==> src/rtl/sig_ctrl_pkg.sv <==
// Shared definitions for the timed highway/farm-road signal controller.
//   - Lamp codes driven onto hwy/fwy (GREEN/YELLOW/RED/OFF).
//   - FSM state encoding (HG..FLASH), exposed on the controller's state port.
//   - lights(): Moore decode of a state (plus blink in FLASH) to {hwy, fwy}.
package sig_ctrl_pkg;

  localparam int STATE_W = 3;

  localparam logic [1:0] GREEN  = 2'b00;
  localparam logic [1:0] YELLOW = 2'b01;
  localparam logic [1:0] RED    = 2'b10;
  localparam logic [1:0] OFF    = 2'b11;

  typedef enum logic [STATE_W-1:0] {
    HG    = 3'd0,  // highway green
    HY    = 3'd1,  // highway yellow
    ARF   = 3'd2,  // all-red clearance before farm-road green
    FG    = 3'd3,  // farm-road green
    FY    = 3'd4,  // farm-road yellow
    ARH   = 3'd5,  // all-red clearance before highway green
    FLASH = 3'd6   // maintenance flash
  } state_e;

  // Returns {hwy, fwy}.
  function automatic logic [3:0] lights(input state_e s, input logic blink);
    logic [3:0] l;
    case (s)
      HG:      l = {GREEN, RED};
      HY:      l = {YELLOW, RED};
      ARF:     l = {RED, RED};
      FG:      l = {RED, GREEN};
      FY:      l = {RED, YELLOW};
      ARH:     l = {RED, RED};
      FLASH:   l = blink ? {YELLOW, YELLOW} : {OFF, OFF};
      default: l = {RED, RED};
    endcase
    return l;
  endfunction

endpackage

==> src/rtl/sig_controller_timed_tick_gen.sv <==
// Timing-tick prescaler.
//   clk    : system clock
//   rst_n  : asynchronous active-low reset
//   clr_i  : synchronous clear; restarts the count so the next tick comes
//            exactly CLK_DIV cycles later
//   tick_o : high for one cycle when the count reaches CLK_DIV-1
module tick_gen #(
  parameter int CLK_DIV = 4
) (
  input  logic clk,
  input  logic rst_n,
  input  logic clr_i,
  output logic tick_o
);

  localparam int CW = (CLK_DIV > 1) ? $clog2(CLK_DIV) : 1;
  localparam logic [CW-1:0] LAST = CW'(CLK_DIV - 1);

  logic [CW-1:0] cnt_q, cnt_d;

  assign tick_o = (cnt_q == LAST);

  always_comb begin
    cnt_d = cnt_q + CW'(1);
    if (clr_i || tick_o) cnt_d = '0;
  end

  always_ff @(posedge clk or negedge rst_n) begin
    if (!rst_n) cnt_q <= '0;
    else        cnt_q <= cnt_d;
  end

endmodule

==> src/rtl/sig_controller_timed.sv <==
// Timed highway/farm-road signal controller with min/max green, all-red
// clearance and maintenance flash.
//   clk   : system clock, rising edge
//   rst   : asynchronous reset, active LOW despite the name
//   X     : farm-road vehicle sensor (asynchronous, synchronised here)
//   flash : maintenance flash request (synchronous)
//   hwy   : highway lamp code
//   fwy   : farm-road lamp code
//   state : current FSM state (debug)
// Phase timing is counted in prescaled ticks; every state change restarts
// the prescaler and the elapsed-tick counter, so a state lasting D ticks
// lasts exactly D*CLK_DIV clock cycles.
module sig_controller_timed
  import sig_ctrl_pkg::*;
#(
  parameter int CLK_DIV  = 4,
  parameter int CNT_W    = 8,
  parameter int HG_MIN_T = 3,
  parameter int YEL_T    = 2,
  parameter int AR_T     = 1,
  parameter int FG_MIN_T = 2,
  parameter int FG_MAX_T = 5
) (
  input  logic               clk,
  input  logic               rst,
  input  logic               X,
  input  logic               flash,
  output logic [1:0]         hwy,
  output logic [1:0]         fwy,
  output logic [STATE_W-1:0] state
);

  localparam logic [CNT_W-1:0] ELAPSED_MAX = {CNT_W{1'b1}};
  localparam logic [CNT_W:0]   HG_MIN_N    = (CNT_W+1)'(HG_MIN_T);
  localparam logic [CNT_W:0]   YEL_N       = (CNT_W+1)'(YEL_T);
  localparam logic [CNT_W:0]   AR_N        = (CNT_W+1)'(AR_T);
  localparam logic [CNT_W:0]   FG_MIN_N    = (CNT_W+1)'(FG_MIN_T);
  localparam logic [CNT_W:0]   FG_MAX_N    = (CNT_W+1)'(FG_MAX_T);

  state_e           state_q, state_d;
  logic [CNT_W-1:0] elapsed_q, elapsed_d;
  logic             blink_q, blink_d;
  logic             x_meta_q, xs_q;
  logic [1:0]       hwy_q, hwy_d, fwy_q, fwy_d;
  logic             tick;
  logic             state_chg;
  logic [CNT_W:0]   n;

  tick_gen #(.CLK_DIV(CLK_DIV)) u_tick_gen (
    .clk    (clk),
    .rst_n  (rst),
    .clr_i  (state_chg),
    .tick_o (tick)
  );

  // One bit wider than the counter so a saturated count cannot wrap n.
  assign n = {1'b0, elapsed_q} + (CNT_W+1)'(1);

  always_comb begin
    state_d   = state_q;
    blink_d   = blink_q;
    elapsed_d = elapsed_q;

    // Flash request overrides any timed transition in the same cycle.
    if (flash && (state_q != FLASH)) begin
      state_d = FLASH;
    end else begin
      case (state_q)
        HG:    if (tick && (n >= HG_MIN_N) && xs_q) state_d = HY;
        HY:    if (tick && (n == YEL_N))            state_d = ARF;
        ARF:   if (tick && (n == AR_N))             state_d = FG;
        FG:    if (tick && (((n >= FG_MIN_N) && !xs_q) || (n == FG_MAX_N)))
                 state_d = FY;
        FY:    if (tick && (n == YEL_N))            state_d = ARH;
        ARH:   if (tick && (n == AR_N))             state_d = HG;
        // Leaving flash always goes through clearance before highway green.
        FLASH: if (!flash)   state_d = ARH;
               else if (tick) blink_d = ~blink_q;
        default: state_d = HG;
      endcase
    end

    state_chg = (state_d != state_q);

    if (state_d != FLASH)      blink_d = 1'b0;
    else if (state_q != FLASH) blink_d = 1'b1;

    if (state_chg)                          elapsed_d = '0;
    else if (tick && (elapsed_q != ELAPSED_MAX)) elapsed_d = elapsed_q + CNT_W'(1);

    // Lamp registers load the decode of the next state, so they always
    // match the state register with no extra latency.
    {hwy_d, fwy_d} = lights(state_d, blink_d);
  end

  always_ff @(posedge clk or negedge rst) begin
    if (!rst) begin
      state_q   <= HG;
      elapsed_q <= '0;
      blink_q   <= 1'b0;
      x_meta_q  <= 1'b0;
      xs_q      <= 1'b0;
      hwy_q     <= GREEN;
      fwy_q     <= RED;
    end else begin
      state_q   <= state_d;
      elapsed_q <= elapsed_d;
      blink_q   <= blink_d;
      x_meta_q  <= X;
      xs_q      <= x_meta_q;
      hwy_q     <= hwy_d;
      fwy_q     <= fwy_d;
    end
  end

  assign hwy   = hwy_q;
  assign fwy   = fwy_q;
  assign state = state_q;

endmodule

==> config.mk <==
export PLATFORM = sky130hd
export DESIGN_NAME = sig_controller_timed
export DESIGN_NICKNAME = d
export VERILOG_FILES = /design/src/rtl/sig_ctrl_pkg.sv /design/src/rtl/sig_controller_timed_tick_gen.sv /design/src/rtl/sig_controller_timed.sv
export SDC_FILE = /design/constraint.sdc
export NUM_CORES = 1
export LEC_CHECK = 0
export CORE_MARGIN = 2
export CORE_UTILIZATION = 44
export DETAILED_ROUTE_END_ITERATION = 12
export PLACE_DENSITY = 0.67
export SLEW_MARGIN = 20
export SYNTH_ARGS = -nofsm -noshare
export SYNTH_HDL_FRONTEND = slang
export SYNTH_HIERARCHICAL = 1
export SYNTH_SLANG_ARGS = --single-unit
==> constraint.sdc <==
create_clock -name clk -period 4.9 [get_ports clk]
set_input_delay 0.98 -clock clk [delete_from_list [all_inputs] [get_ports clk]]
set_output_delay 0.98 -clock clk [all_outputs]
set_load 0.1 [all_outputs]
==> flow_summary.ini <==
[status]
outcome = completed

[critical_path]
worstPathRequired_ns = 5.08
crit_type = reg -> reg
rr_endpoint = elapsed_q[4]
reg2reg_depth = 8
setup.worst_path.start_class = register
regToRegStartpoint = elapsed_q[0]
critPathCaptureType = register
reg2reg_slack_ns = 1.82
arrival_ns = 3.26
cp_max_fo = 10

[synth]
synthMuxAreaShare = 0.01494
async_reset_ff_frac = 1.000
yosysWarnings = 6
synth_edf_count = 0
synth_seq_cells = 20
synthesis.area_mm2 = 0.001340
syn_nets = 157
synthAdderAreaFrac = 0.04669
synthDistinctLibCells = 40
avgSynthCellArea_um2 = 9.054
synth_compound_area_frac = 0.2325
yosysSeqAreaShare = 0.3744
synthXorXnorAreaFrac = 0.05882
synth_top_family_by_area = compound AO/OA/AOI/OAI gates
synth-main-ff-cell = dfrtp_1
synthCells = 148
synth-simple-area-share = 0.2204

[grt]
grt_max_degree = 21
grt_pass1_wl_mm = 4.754
track_usage = 0.1800
grt_remaining_overflow = 0
grt_pass1_vias = 1017
antenna_found_initial = 0

[cells_and_area]
multi_input_comb_area_um2 = 768.2
nFillCells = 279
diodes = 0
areaGrowthSynthToFinish_pct = 12.04
drive_gt1_frac = 0.09091
final-seq-area_um2 = 501.7
finalNetCount = 164
fin_util = 0.5042

[sta]
slew_headroom = 0.3547
rsz0062_at_grt = false
fmax_ghz = 0.3247
hold_viol_final = 0
fin_worst_skew_ns = 0.002069
post-route-period-util = 0.6286
fin_tns_setup_ns = 0
slew_viol_final = 0
worst_hold_slack_ns = 0.3636
setup_viol = 0
worstMarginPinSlew_ns = 0.9650
period_needed_ns = 3.080

[worst_hold_path]
hold_depth = 0
hold_path.class = reg -> reg
min_to = xs_q
hp-start = x_meta_q

[placed_design]
dp_hpwl_mm = 2.111
gp_congestion = 0.9568
io_buffers = 10

[clock_tree]
ctsResizeCount = 0
post_cts_buffers = 0
cts_made_buffers = 3
cts.path.max_buffers = 2
htree_levels = 1
clk_pin_slew_ns = 0.11
numClockSinks = 20
ctsHoldBuffers = 0
insertion_delay_ns = 0.30
cts_tree = yes
cts-root-buf = clkbuf_4

[power]
p_per_area_mw_per_mm2 = 405.7
leakage_nw = 0.6338
peakVddDrop_v = 0.0001419

[drt]
vias = 1096
drc = 0
routed_wl_mm = 2.875
drtIter0Drc = 67
avgViaCountPerCell = 5.861
firstDrtPassIters = 4
ant_nets = 0
wl_per_cell_um = 15.37

[flow_run]
maxCapViolCount = 0

[die]
dieWidth_um = 59.19
rows = 20
initial_core_util = 0.4500
die_area_mm2 = 0.003503
die_y_um = 59.19
io-pin-count = 11
core_mm2 = 0.002978
state kept, by name, indices dropped and copies added, names as in the netlist:
| signal | cells |
|---|---|
| blink_q | 1 |
| elapsed_q | 8 |
| fwy | 2 |
| hwy | 2 |
| state | 3 |
| u_tick_gen/cnt_q | 2 |
| x_meta_q | 1 |
| xs_q | 1 |
power breakdown:
part           switching, mW  internal, mW
clock                 0.0511        0.0827
combinational          0.188        0.0725
sequential            0.0229         0.192
stage by stage:
stage / std cells / instance area, µm² / worst slack, ns / total power [mW]
floorplan: 148 / 1340 / 2.111 / 0.4183
global placement: 183 / 1449 / 1.913 / 0.4726
detailed placement: 183 / 1449 / 1.836 / 0.4781
CTS: 187 / 1501 / 1.812 / 0.6136
global route: 187 / 1501 / 1.651 / 0.6378
finish: 187 / 1501 / 1.820 / 0.6091
how the worst max path moves through the flow:
stage,endpoint,slack (ns),start
after global routing,elapsed_q[4],1.65,elapsed_q[0]
after detailed placement,elapsed_q[4],1.84,elapsed_q[0]
after global placement,elapsed_q[0],1.91,elapsed_q[0]
final,elapsed_q[4],1.82,elapsed_q[0]
after CTS,elapsed_q[4],1.81,elapsed_q[0]
after floorplan,elapsed_q[6],2.11,state[1]
area by class of cell:
cell class              instances  area share
clock buffers                   3     0.01500
clock inverters                 1     0.02000
multi-input cells             110      0.5117
flip-flops and latches         20      0.3342
well taps                      33     0.02750
inverters                      10     0.02500
repair buffers                 10     0.06667
cell usage after synthesis (2+ instances only):
library cell | number | share of area
o21a_1 | 2 | 0.011
and2_1 | 2 | 0.0093
a21oi_1 | 8 | 0.030
a31oi_1 | 2 | 0.0093
mux2i_1 | 2 | 0.015
a21o_1 | 3 | 0.017
nand4_1 | 4 | 0.019
ha_1 | 5 | 0.047
nand2_1 | 8 | 0.022
nor3_1 | 5 | 0.019
o31ai_1 | 5 | 0.028
a311o_1 | 2 | 0.015
inv_1 | 10 | 0.028
xor2_1 | 3 | 0.020
nand3_1 | 6 | 0.022
clkbuf_1 | 6 | 0.017
o21ai_0 | 5 | 0.019
dfrtp_1 | 19 | 0.35
nor3_2 | 2 | 0.015
nor2_1 | 22 | 0.062
xnor2_1 | 6 | 0.039
buf_2 | 2 | 0.0075
and3_1 | 2 | 0.0093
placed cells by master (no fill, tap or decap), drive strengths merged, types with 2 or more instances in the layout:
cell           instances
and3                   3
and2                   2
nand3                  6
o21a                   2
o31ai                  6
a21oi                  8
nand4                  5
nor3                   7
mux2i                  2
xnor2                  6
ha                     5
o21ai                  6
a311o                  2
clkbuf                 3
clkdlybuf4s50         10
nand2                  8
a31oi                  2
dfrtp                 19
nor2                  22
inv                   10
xor2                   3
a21o                   3
worst max-delay path, stage by stage, from the launching register on:
cell and delay, ns:
dfrtp_1 0.47, ha_1 0.32, and3_4 0.19, o41ai_4 0.36, o2111ai_4 0.26, a221o_1 0.45
o211a_1 0.28, o31ai_4 0.50, nor2_1 0.11
per-layer routing:
metal  part of all wire  global-route usage
met5                  0                   0
met4             0.0073             0.07143
met3              0.053             0.02838
met2               0.48              0.2653
met1               0.46              0.2620
logic make-up after synthesis:
family                     Yosys count
xor gates and xnor gates             9
and+or+nand+nor                     57
AOI/OAI and AO/OA                   37
adders and majority gates            5
muxes                                2
DFF                                 20
buffers and inverters               18
No activity file was read; power rests on OpenSTA's default activity.
